$ cat src/rtl/nibble_serial_subtractor.sv
// nibble_serial_subtractor: multi-cycle a - b, one 4-bit carry-lookahead slice per clock, LSB nibble first.
module nibble_serial_subtractor #(
    parameter int WIDTH = 16
) (
    input  logic             clk,
    input  logic             reset,
    input  logic             in_valid,
    output logic             in_ready,
    input  logic [WIDTH-1:0] a,
    input  logic [WIDTH-1:0] b,
    output logic             out_valid,
    input  logic             out_ready,
    output logic [WIDTH-1:0] diff,
    output logic             borrow_out,
    output logic             overflow
);
    localparam int N  = WIDTH / 4;
    localparam int IW = N > 1 ? $clog2(N) : 1;
    typedef enum logic [1:0] {IDLE, BUSY, DONE} state_t;
    state_t           state_q;
    logic [WIDTH-1:0] a_q, nb_q, diff_q;
    logic [IW-1:0]    idx_q;
    logic             carry_q, borrow_q, ovf_q, out_valid_q;
    logic [3:0]       x, y, p, g, s;
    logic [4:0]       c;
    logic             last;
    assign x    = a_q[{idx_q, 2'b00} +: 4];
    assign y    = nb_q[{idx_q, 2'b00} +: 4];
    assign p    = x ^ y;
    assign g    = x & y;
    assign c[0] = carry_q;
    assign c[1] = g[0] | (p[0] & c[0]);
    assign c[2] = g[1] | (p[1] & g[0]) | (p[1] & p[0] & c[0]);
    assign c[3] = g[2] | (p[2] & g[1]) | (p[2] & p[1] & g[0]) | (p[2] & p[1] & p[0] & c[0]);
    assign c[4] = g[3] | (p[3] & g[2]) | (p[3] & p[2] & g[1]) | (p[3] & p[2] & p[1] & g[0])
                | (p[3] & p[2] & p[1] & p[0] & c[0]);
    assign s    = p ^ c[3:0];
    assign last = idx_q == IW'(N - 1);
    assign in_ready   = (state_q == IDLE) & ~reset;
    assign out_valid  = out_valid_q;
    assign diff       = diff_q;
    assign borrow_out = borrow_q;
    assign overflow   = ovf_q;
    always_ff @(posedge clk) begin
        if (reset) begin
            state_q     <= IDLE;
            out_valid_q <= 1'b0;
            diff_q      <= '0;
            borrow_q    <= 1'b0;
            ovf_q       <= 1'b0;
            carry_q     <= 1'b0;
            idx_q       <= '0;
            a_q         <= '0;
            nb_q        <= '0;
        end else begin
            case (state_q)
                IDLE: if (in_valid) begin
                    a_q     <= a;
                    nb_q    <= ~b;
                    carry_q <= 1'b1;
                    idx_q   <= '0;
                    state_q <= BUSY;
                end
                BUSY: begin
                    diff_q[{idx_q, 2'b00} +: 4] <= s;
                    carry_q <= c[4];
                    // c[3] on the top slice is the carry into the word's sign bit
                    if (last) begin
                        borrow_q    <= ~c[4];
                        ovf_q       <= c[3] ^ c[4];
                        out_valid_q <= 1'b1;
                        state_q     <= DONE;
                    end else begin
                        idx_q <= idx_q + 1'b1;
                    end
                end
                DONE: if (out_ready) begin
                    out_valid_q <= 1'b0;
                    state_q     <= IDLE;
                end
                default: state_q <= IDLE;
            endcase
        end
    end
endmodule
$ cat config.mk
export PLATFORM = sky130hd
export DESIGN_NAME = nibble_serial_subtractor
export DESIGN_NICKNAME = d
export VERILOG_FILES = /design/src/rtl/nibble_serial_subtractor.sv
export SDC_FILE = /design/constraint.sdc
export NUM_CORES = 1
export LEC_CHECK = 0
export CORE_AREA = 2 2 69 97
export CTS_CLUSTER_SIZE = 8
export DETAILED_ROUTE_END_ITERATION = 8
export DIE_AREA = 0 0 71 99
export PLACE_DENSITY = 0.77
export SYNTH_ARGS = -nofsm -noshare
export SYNTH_HDL_FRONTEND = slang
export SYNTH_SLANG_ARGS = --single-unit
$ cat constraint.sdc
create_clock -name clk -period 3.6 [get_ports clk]
set_clock_uncertainty 0.1 [all_clocks]
set_input_delay 1.08 -clock clk [delete_from_list [all_inputs] [get_ports clk]]
set_output_delay 1.08 -clock clk [all_outputs]
set_load 0.01 [all_outputs]
==> run metrics, run 1 <==
RSZ-0062 raised after global routing=no; Fin Setup TNS=0 ns; largest net degree at the start of global routing=62; number of max-cap violations=0; GP Congestion=~0.82; kind of critical path=primary input to output pin; final hold vios=0; TritonCTS Sinks=56; die width=71 um; Most used DFF post-synth=dfxtp_1; Sw Ratio=24.5%; Switching Power=326 uW; Hold WS=0.358 ns; Initial DRT Pass Iterations=4; Nets=364; arrival time worst endpoint=just over 2 ns; pre-CTS WS=0.410 ns; WL/cell=about 14 um; Synth top area share=43.8%; clock-pin slew on the worst setup and hold paths=0.09 ns; # rows=34; Critical Path RT=approximately 2.4 ns; Synthesized Nets=roughly 320; Mapped Area=2560 um^2; Highest Clock Rate=0.313 GHz; Combinational Power Share=16.1%; Initial Util=41.5%; DRT Wirelength=approximately 5500 um; Clock Latency Late Sink=0.30 ns; GRT overflow=0; Mapped Cells=between 200 and 300; die area=about 7000 um^2; Slew @ Worst Pin=0.592 ns; crit path max fanout=2; Power Density=just over 400 nW/um^2; Initial DRC Count=78; clock tree root driver cell=clkbuf_8; Core Region=6170 um^2; CP endpoint kind=output pin; Unique masters post-synth=45; first-pass GRT wire length=roughly 9300 um; Setup Buffers After CTS=0; Cell Int Power=1.01 mW; # IOs=56; sequential-to-total area share from yosys stat=43.8%; synthesized flop and latch total=56; worst hold path class=flop to flop; area grow syn2layout=27.7%; Flop pwr share=50.6%; Resize count post-CTS=0; Max Buffers Root-to-Sink=2; CTS tree=done; DR vias/cell=5.28; vias in the first global route=2050; Final ANT Viol Nets=0; number of CTS-inserted buffers=5; CTS HTree Levels=2; period utilisation layout=88.8%; top cells by area, synth=dfxtp_1 44%, mux4_2 7.0%, nand2_1 6.0%; LEAKAGE=1.23 nW; number of synthesized flops with an enable pin=0; dpl hpwl=~4000 um; number of port buffers=55; Max IR drop VDD=0.195 mV; YS warnings=0; Post-synth ARST share=0%; initial antenna violation count=0; DR vias=2052; count leader, synth=dfxtp_1; Yosys top cell by area=dfxtp_1; die height=99 um; DRC=0; fin. max-slew vios=0; Finish-stage setup viols=0; hold buffers post-CTS=0; status=finished clean; post-route setup slack=0.402 ns; power share of the clock group=about a third; share of cells above drive strength 1=9.78%; Rel. slew slack=60.5%; final cell count without fillers=slightly below 400; Setup crit start kind=primary input; # diodes=0; Pwr Total=1.33 mW; Post-Syn Area per Cell=9.59 um^2; Total GRT Usage=around 16%; Inst Count DP=381; final worst path period need=3.20 ns; Post-synth top cells=56 x dfxtp_1, 41 x nand2_1, 35 x nor2_1
[flip-flops by register name, indices dropped and copies added (netlist names)]
signal,flops
a_q,16
diff,16
idx_q,2
state_q,2
carry_q,1
out_valid,1
overflow,1
borrow_out,1
nb_q,16
[final timing paths]
| kind | from | to | slack, ns | depth (start not counted) |
|---|---|---|---|---|
| max | reset | in_ready | 0.40 | 3 |
| min | a_q[14] | a_q[14] | 0.36 | 2 |
| min reg2reg | a_q[14] | a_q[14] | 0.36 | 2 |
| max reg2reg | idx_q[0] | diff[7] | 0.74 | 7 |
[routing by layer]
metal  share of wire (%)  track usage [%]  up-vias
met1                  43             20.3      947
met2                  51             28.5       59
met3                 4.9             3.37        4
met5                   0                0        -
li1                    -                -     1042
met4                0.84             4.50        0
[area by class of cell]
cell class                 count  area [um^2]
fill                         568         2900
multi-input combinational    187         1330
sequential                    56         1120
timing repair buffer          60          583
clock buffer                   7         96.3
tap                           72         90.1
clock inverter                 1         30.0
inverter                       6         22.5
[worst max-delay path, stage by stage]
cell and delay, ns:
buf_2 0.12, nor3_1 0.23, clkdlybuf4s50_1 0.60
[logic make-up (layout without fill, tap and decap cells)]
| family | after synthesis | after routing | share of synthesized area (%) |
|---|---|---|---|
| flops | 56 | 56 | 43.8 |
| fa+ha+maj | 12 | 12 | 6.16 |
| simple gates | 100 | 100 | 19.9 |
| mux | 9 | 9 | 7.43 |
| buf+inv | 24 | 74 | 4.64 |
| compound gates | 64 | 64 | 17.4 |
| xor+xnor | 2 | 2 | 0.684 |
[cell usage in the layout (no fill, tap or decap), types with 2 or more instances in the layout]
cell type / count
nand3_1: 2
a22oi_1: 9
nor3_1: 2
inv_1: 6
nor2_1: 35
a32oi_1: 4
nand2_1: 41
and3_1: 2
clkbuf_8: 7
a21oi_1: 22
a211oi_1: 16
nand3b_1: 5
a211o_1: 2
buf_4: 5
dfxtp_1: 56
mux4_2: 8
xor2_1: 2
clkdlybuf4s50_1: 54
ha_1: 11
o31ai_1: 3
[power by group through the flow]
| stage | Combinational (mW) | Sequential, mW | Clock (mW) |
|---|---|---|---|
| final | 0.215 | 0.674 | 0.443 |
| after global routing | 0.238 | 0.679 | 0.472 |
| after CTS | 0.216 | 0.674 | 0.453 |
| after detailed placement | 0.215 | 0.688 | 0 |
| after global placement | 0.210 | 0.687 | 0 |
| after floorplan | 0.146 | 0.680 | 0 |
[through the flow]
stage	instance area, um^2	utilization, %
3_5_place_dp	3140	51.0
5_1_grt	3270	53.0
4_1_cts	3270	53.0
3_3_place_gp	3140	51.0
2_1_floorplan	2560	-
6_report	3270	53.0
Power figures use the tool's default switching activity.
==> inputs of run 2 (changes only) <==
--- a/config.mk
+++ b/config.mk
@@ -5,11 +5,11 @@
 export SDC_FILE = /design/constraint.sdc
 export NUM_CORES = 1
 export LEC_CHECK = 0
-export CORE_AREA = 2 2 69 97
+export CORE_AREA = 2 2 71 100
 export CTS_CLUSTER_SIZE = 8
 export DETAILED_ROUTE_END_ITERATION = 8
-export DIE_AREA = 0 0 71 99
-export PLACE_DENSITY = 0.77
+export DIE_AREA = 0 0 73 102
+export PLACE_DENSITY = 0.73
 export SYNTH_ARGS = -nofsm -noshare
 export SYNTH_HDL_FRONTEND = slang
 export SYNTH_SLANG_ARGS = --single-unit
==> constraint.sdc (replaced) <==
create_clock -name clk -period 4.1 [get_ports clk]
set_clock_uncertainty 0.1 [all_clocks]
set_input_delay 1.23 -clock clk [delete_from_list [all_inputs] [get_ports clk]]
set_output_delay 1.23 -clock clk [all_outputs]
set_load 0.01 [all_outputs]
==> run metrics, run 2 (synthesis results as in run 1) <==
Nets=363 (-0.27%); most common cell after layout, fill and taps aside=dfxtp_1; final worst path period need=3.39 ns; Initial DRT Pass Iterations=4 (unchanged); Max Buffers Root-to-Sink=2 (unchanged); power share of the clock group=28.2% (-5.1 points); M1 WL=2360 um (+0.94%); number of port buffers=55 (unchanged); Finish-stage setup viols=0 (unchanged); Initial Util=39.2% (-2.3 points); Sw Ratio=27.3% (+2.8 points); worst hold path class=flop to flop; kind of critical path=primary input to output pin; Slew @ Worst Pin=0.640 ns (+0.0483 ns); largest net degree at the start of global routing=62 (unchanged); LEAKAGE=1.21 nW (-1.7%); share of cells above drive strength 1=9.49% (-0.29 points); final cell count without fillers=390 (+0.26%); status=finished clean; die area=7450 um^2 (+5.9%); Flop pwr share=54.5% (+3.9 points); Setup crit start kind=primary input; Cell Int Power=790 uW (-21%); Rel. slew slack=57.3% (-3.3 points); commonest cells after routing, fill and taps aside=56 x dfxtp_1, 54 x clkdlybuf4s50_1, 41 x nand2_1; # IOs=56 (unchanged); DR vias=2052 (unchanged); Resize count post-CTS=0 (unchanged); Critical Path RT=2.77 ns (+0.35 ns); # diodes=0 (unchanged); Highest Clock Rate=0.295 GHz; # rows=35 (+2.9%); Inst Count DP=382 (+0.26%); CTS tree=done; TritonCTS Sinks=56 (unchanged); Setup Buffers After CTS=0 (unchanged); crit path max fanout=2 (unchanged); Combinational Power Share=17.3% (+1.2 points); CP endpoint kind=output pin; Clock Latency Late Sink=0.32 ns (+0.02 ns); Critical Path, Cell by Cell=buf_2 > nor3_1 > clkdlybuf4s50_1; Switching Power=297 uW (-8.9%); vias in the first global route=2032 (-0.88%); final hold vios=0 (unchanged); Final ANT Viol Nets=0 (unchanged); die height=102 um (+3.0%); initial antenna violation count=0 (unchanged); CTS HTree Levels=2 (unchanged); DRC=0 (unchanged); number of CTS-inserted buffers=5 (unchanged); clock-pin slew on the worst setup and hold paths=0.10 ns (about the same); met2 WL=2740 um (-2.5%); Largest stage delay, worst path=0.57 ns (-0.03 ns); Power Density=336 nW/um^2 (-17%); Core Region=6530 um^2 (+5.8%); fin. max-slew vios=0 (unchanged); post-route setup slack=0.706 ns (+0.304 ns); Worst path slowest cell=clkdlybuf4s50_1; GRT overflow=0 (unchanged); Initial DRC Count=109 (+40%); DRT Wirelength=5400 um (-1.2%); area grow syn2layout=26.1%; DR vias/cell=5.26 (-0.26%); number of max-cap violations=0 (unchanged); Max IR drop VDD=0.194 mV (-0.42%); dpl hpwl=3980 um (-0.82%); die width=73 um (+2.8%); hold buffers post-CTS=0 (unchanged); met3 WL=183 um (-32%); GP Congestion=0.748 (-8.4%); RSZ-0062 raised after global routing=no; WL/cell=13.9 um (-1.4%); arrival time worst endpoint=2.06 ns (+0.04 ns); pre-CTS WS=0.702 ns (+0.292 ns); period utilisation layout=82.8%; Total GRT Usage=15.8% (-0.57 points); highest routed layer=met4; clock tree root driver cell=clkbuf_8; Final Core Density=49.5% (-3.5 points); first-pass GRT wire length=9190 um (-1.6%); Fin Setup TNS=0 ns (unchanged)
[run 2: cell types whose count changed in the layout (fill, tap and decap cells not counted)]
cell       delta
bufinv_16     -1
inv_6         +1
clkinv_4      +1
buf_4         -1
clkbuf_8      -2
clkinv_2      +1
[run 2: cell type report]
cell class	count	area, um^2
clock inverters	3	22.5
multi-input cells	187	1330
well taps	74	92.6
inverters	6	22.5
clock buffers	5	68.8
flip-flops and latches	56	1120
repair buffers	59	576
fillers	606	3300
[run 2: metal layers]
metal  vias to the layer above  global-route usage (%)
met3                        10                    3.25
met4                         0                    6.55
met1                       953                    18.3
met5                         -                       0
met2                        46                    27.7
li1                       1043                       -
[run 2: path summary, 6_finish.rpt]
path	endpoint	startpoint	cells after the start	slack [ns]
worst min-delay path	a_q[8]	a_q[8]	2	0.36
worst max-delay path	in_ready	reset	3	0.71
worst max register to register	diff[15]	idx_q[0]	7	1.21
worst min register to register	a_q[8]	a_q[8]	2	0.36
[run 2: through the flow]
| step | hold WS [ns] | cell area (um^2) | total power [mW] |
|---|---|---|---|
| 2_1_floorplan | 0.333 | 2560 | 0.725 |
| 3_3_place_gp | 0.340 | 3140 | 0.788 |
| 3_5_place_dp | 0.347 | 3140 | 0.792 |
| 4_1_cts | 0.362 | 3230 | 1.10 |
| 5_1_grt | 0.379 | 3230 | 1.14 |
| 6_report | 0.360 | 3230 | 1.09 |
[run 2: worst max-delay path: cells and delay by family]
| family | cells | cell delay (ns) |
|---|---|---|
| buf+inv | 2 | 0.68 |
| simple gates | 1 | 0.16 |
[run 2: power by group through the flow]
stage	clock, mW	sequential [mW]	combinational [mW]
2_1_floorplan	0	0.597	0.128
5_1_grt	0.332	0.596	0.208
6_report	0.307	0.592	0.188
3_3_place_gp	0	0.603	0.185
4_1_cts	0.319	0.592	0.188
3_5_place_dp	0	0.605	0.187
==> inputs of run 3 (changes only) <==
--- a/config.mk
+++ b/config.mk
@@ -9,7 +9,7 @@
 export CTS_CLUSTER_SIZE = 8
 export DETAILED_ROUTE_END_ITERATION = 8
 export DIE_AREA = 0 0 73 102
-export PLACE_DENSITY = 0.73
+export PLACE_DENSITY = 0.76
 export SYNTH_ARGS = -nofsm -noshare
 export SYNTH_HDL_FRONTEND = slang
 export SYNTH_SLANG_ARGS = --single-unit
==> constraint.sdc (replaced) <==
create_clock -name clk -period 2.87 [get_ports clk]
set_clock_uncertainty 0.1 [all_clocks]
set_input_delay 0.861 -clock clk [delete_from_list [all_inputs] [get_ports clk]]
set_output_delay 0.861 -clock clk [all_outputs]
set_load 0.01 [all_outputs]
==> run metrics, run 3 (synthesis results as in run 1) <==
# IOs=56 (unchanged); Fin Setup TNS=0 ns (unchanged); GP Congestion=0.732 (-2.2%); worst hold path class=flop to flop; Worst Reg-to-Reg Cells=7 (unchanged); # diodes=0 (unchanged); Initial DRC Count=57 (-48%); WL/cell=14.1 um (+1.4%); reg-to-reg endpoint=borrow_out; vias in the first global route=2046 (+0.69%); Max IR drop VDD=0.272 mV (+40%); clock tree root driver cell=clkbuf_8; area grow syn2layout=27.9%; Highest Clock Rate=0.374 GHz; register area=1120 um^2 (unchanged); Inst Count DP=387 (+1.3%); GRT overflow=0 (unchanged); final hold vios=0 (unchanged); CTS HTree Levels=2 (unchanged); Fill cells=593 (-2.1%); multi-input logic area=1330 um^2 (+0.57%); period utilisation layout=93.1%; number of port buffers=55 (unchanged); TritonCTS Sinks=56 (unchanged); Slew @ Worst Pin=0.589 ns (-0.0513 ns); RSZ-0062 raised after global routing=no; Rel. slew slack=60.7% (+3.5 points); first-pass GRT wire length=9270 um (+0.90%); LEAKAGE=1.23 nW (+2.1%); clock-pin slew on the worst setup and hold paths=0.10 ns (about the same); Nets=368 (+1.4%); Power Density=477 nW/um^2 (+42%); FF-to-FF setup slack=0.20 ns (-1.01 ns); DRC=0 (unchanged); Critical Path RT=2.99 ns (+0.22 ns); final cell count without fillers=395 (+1.3%); die height=102 um (unchanged); # rows=35 (unchanged); number of CTS-inserted buffers=5 (unchanged); DRT Wirelength=5550 um (+2.7%); Final ANT Viol Nets=0 (unchanged); Initial Util=39.2% (unchanged); status=finished clean; crit path max fanout=6 (+4); number of max-cap violations=0 (unchanged); r2r startpoint=idx_q[0]; DR vias=2078 (+1.3%); die width=73 um (unchanged); hold buffers post-CTS=0 (unchanged); CP endpoint kind=flop; die area=7450 um^2 (unchanged); DR vias/cell=5.26 (about the same); share of cells above drive strength 1=10.6% (+1.1 points); dpl hpwl=4150 um (+4.3%); Worst Hold Endpoint=a_q[11]; initial antenna violation count=0 (unchanged); Total GRT Usage=15.6% (-0.18 points); largest net degree at the start of global routing=62 (unchanged); Initial DRT Pass Iterations=4 (unchanged); most common cell after layout, fill and taps aside=dfxtp_1; Clock Latency Late Sink=0.31 ns (about the same); hold-critical path depth=2 (unchanged); Core Region=6530 um^2 (unchanged); kind of critical path=flop to flop; arrival time worst endpoint=2.79 ns (+0.73 ns); final worst path period need=~2.7 ns; Finish-stage setup viols=0 (unchanged); fin. max-slew vios=0 (unchanged); CTS tree=done; hold_sp=a_q[11]; commonest cells after routing, fill and taps aside=56 x dfxtp_1, 54 x clkdlybuf4s50_1, 41 x nand2_1; Setup crit start kind=flop; Max Buffers Root-to-Sink=2 (unchanged)
run 3: changes by cell type in the layout (fill, tap and decap cells not counted):
cell,change
clkinv_2,-1
xor2_2,+1
inv_6,-1
xor2_1,-1
clkinv_4,-1
buf_4,+5
clkbuf_1,+2
clkbuf_8,+1
run 3: worst max-delay path by stage:
| stage | startpoint | endpoint | slack [ns] | cells past startpoint |
|---|---|---|---|---|
| 6_report | idx_q[0] | borrow_out | 0.20 | 7 |
| 5_1_grt | idx_q[0] | borrow_out | 0.002 | 7 |
| 4_1_cts | idx_q[0] | diff[7] | 0.13 | 7 |
| 3_5_place_dp | idx_q[0] | diff[7] | 0.16 | 7 |
| 3_3_place_gp | idx_q[0] | diff[7] | 0.24 | 7 |
| 2_1_floorplan | idx_q[0] | diff[11] | 0.16 | 7 |
run 3: metal layers:
| layer | part of all wire (%) | GRT usage (%) |
|---|---|---|
| met1 | 44 | 18.7 |
| met5 | 0 | 0 |
| met2 | 50 | 27.3 |
| met3 | 3.4 | 2.76 |
| met4 | 2.4 | 5.98 |
run 3: through the flow:
stage          power, mW  utilization, %  instance area (um^2)  hold slack (ns)  setup slack [ns]
2_1_floorplan       1.04               -                  2560            0.333             0.157
3_3_place_gp        1.13            48.7                  3180            0.340             0.243
3_5_place_dp        1.14            48.7                  3180            0.346             0.162
4_1_cts             1.57            50.0                  3270            0.359             0.129
5_1_grt             1.63            50.2                  3270            0.391           0.00192
6_report            1.56            50.2                  3270            0.362             0.199
run 3: worst max-delay path, stage by stage, from the launching register on:
cell,delay (ns)
dfxtp_1,0.51
buf_4,0.19
mux4_2,0.49
ha_1,0.35
o21a_1,0.24
a21oi_2,0.28
nor2b_1,0.11
o41ai_1,0.30
run 3: area by class of cell:
class	count	share of cell area, %
well taps	74	2.83
inverters	6	0.688
flip-flops and latches	56	34.3
repair buffers	64	18.7
clock buffers	8	2.75
multi-input cells	187	40.7
run 3: power by group:
part	internal [mW]	switching, mW	leakage, nW
registers	0.816	0.0258	0.458
logic	0.143	0.140	0.727
clock network	0.198	0.240	0.0455
total	1.16	0.405	1.23
run 3: repair_timing:
| action | CTS | global route |
|---|---|---|
| setup endpoints to repair | 0 | 1 |
| gates resized for setup | 0 | 1 |
| buffers inserted | 0 | 0 |
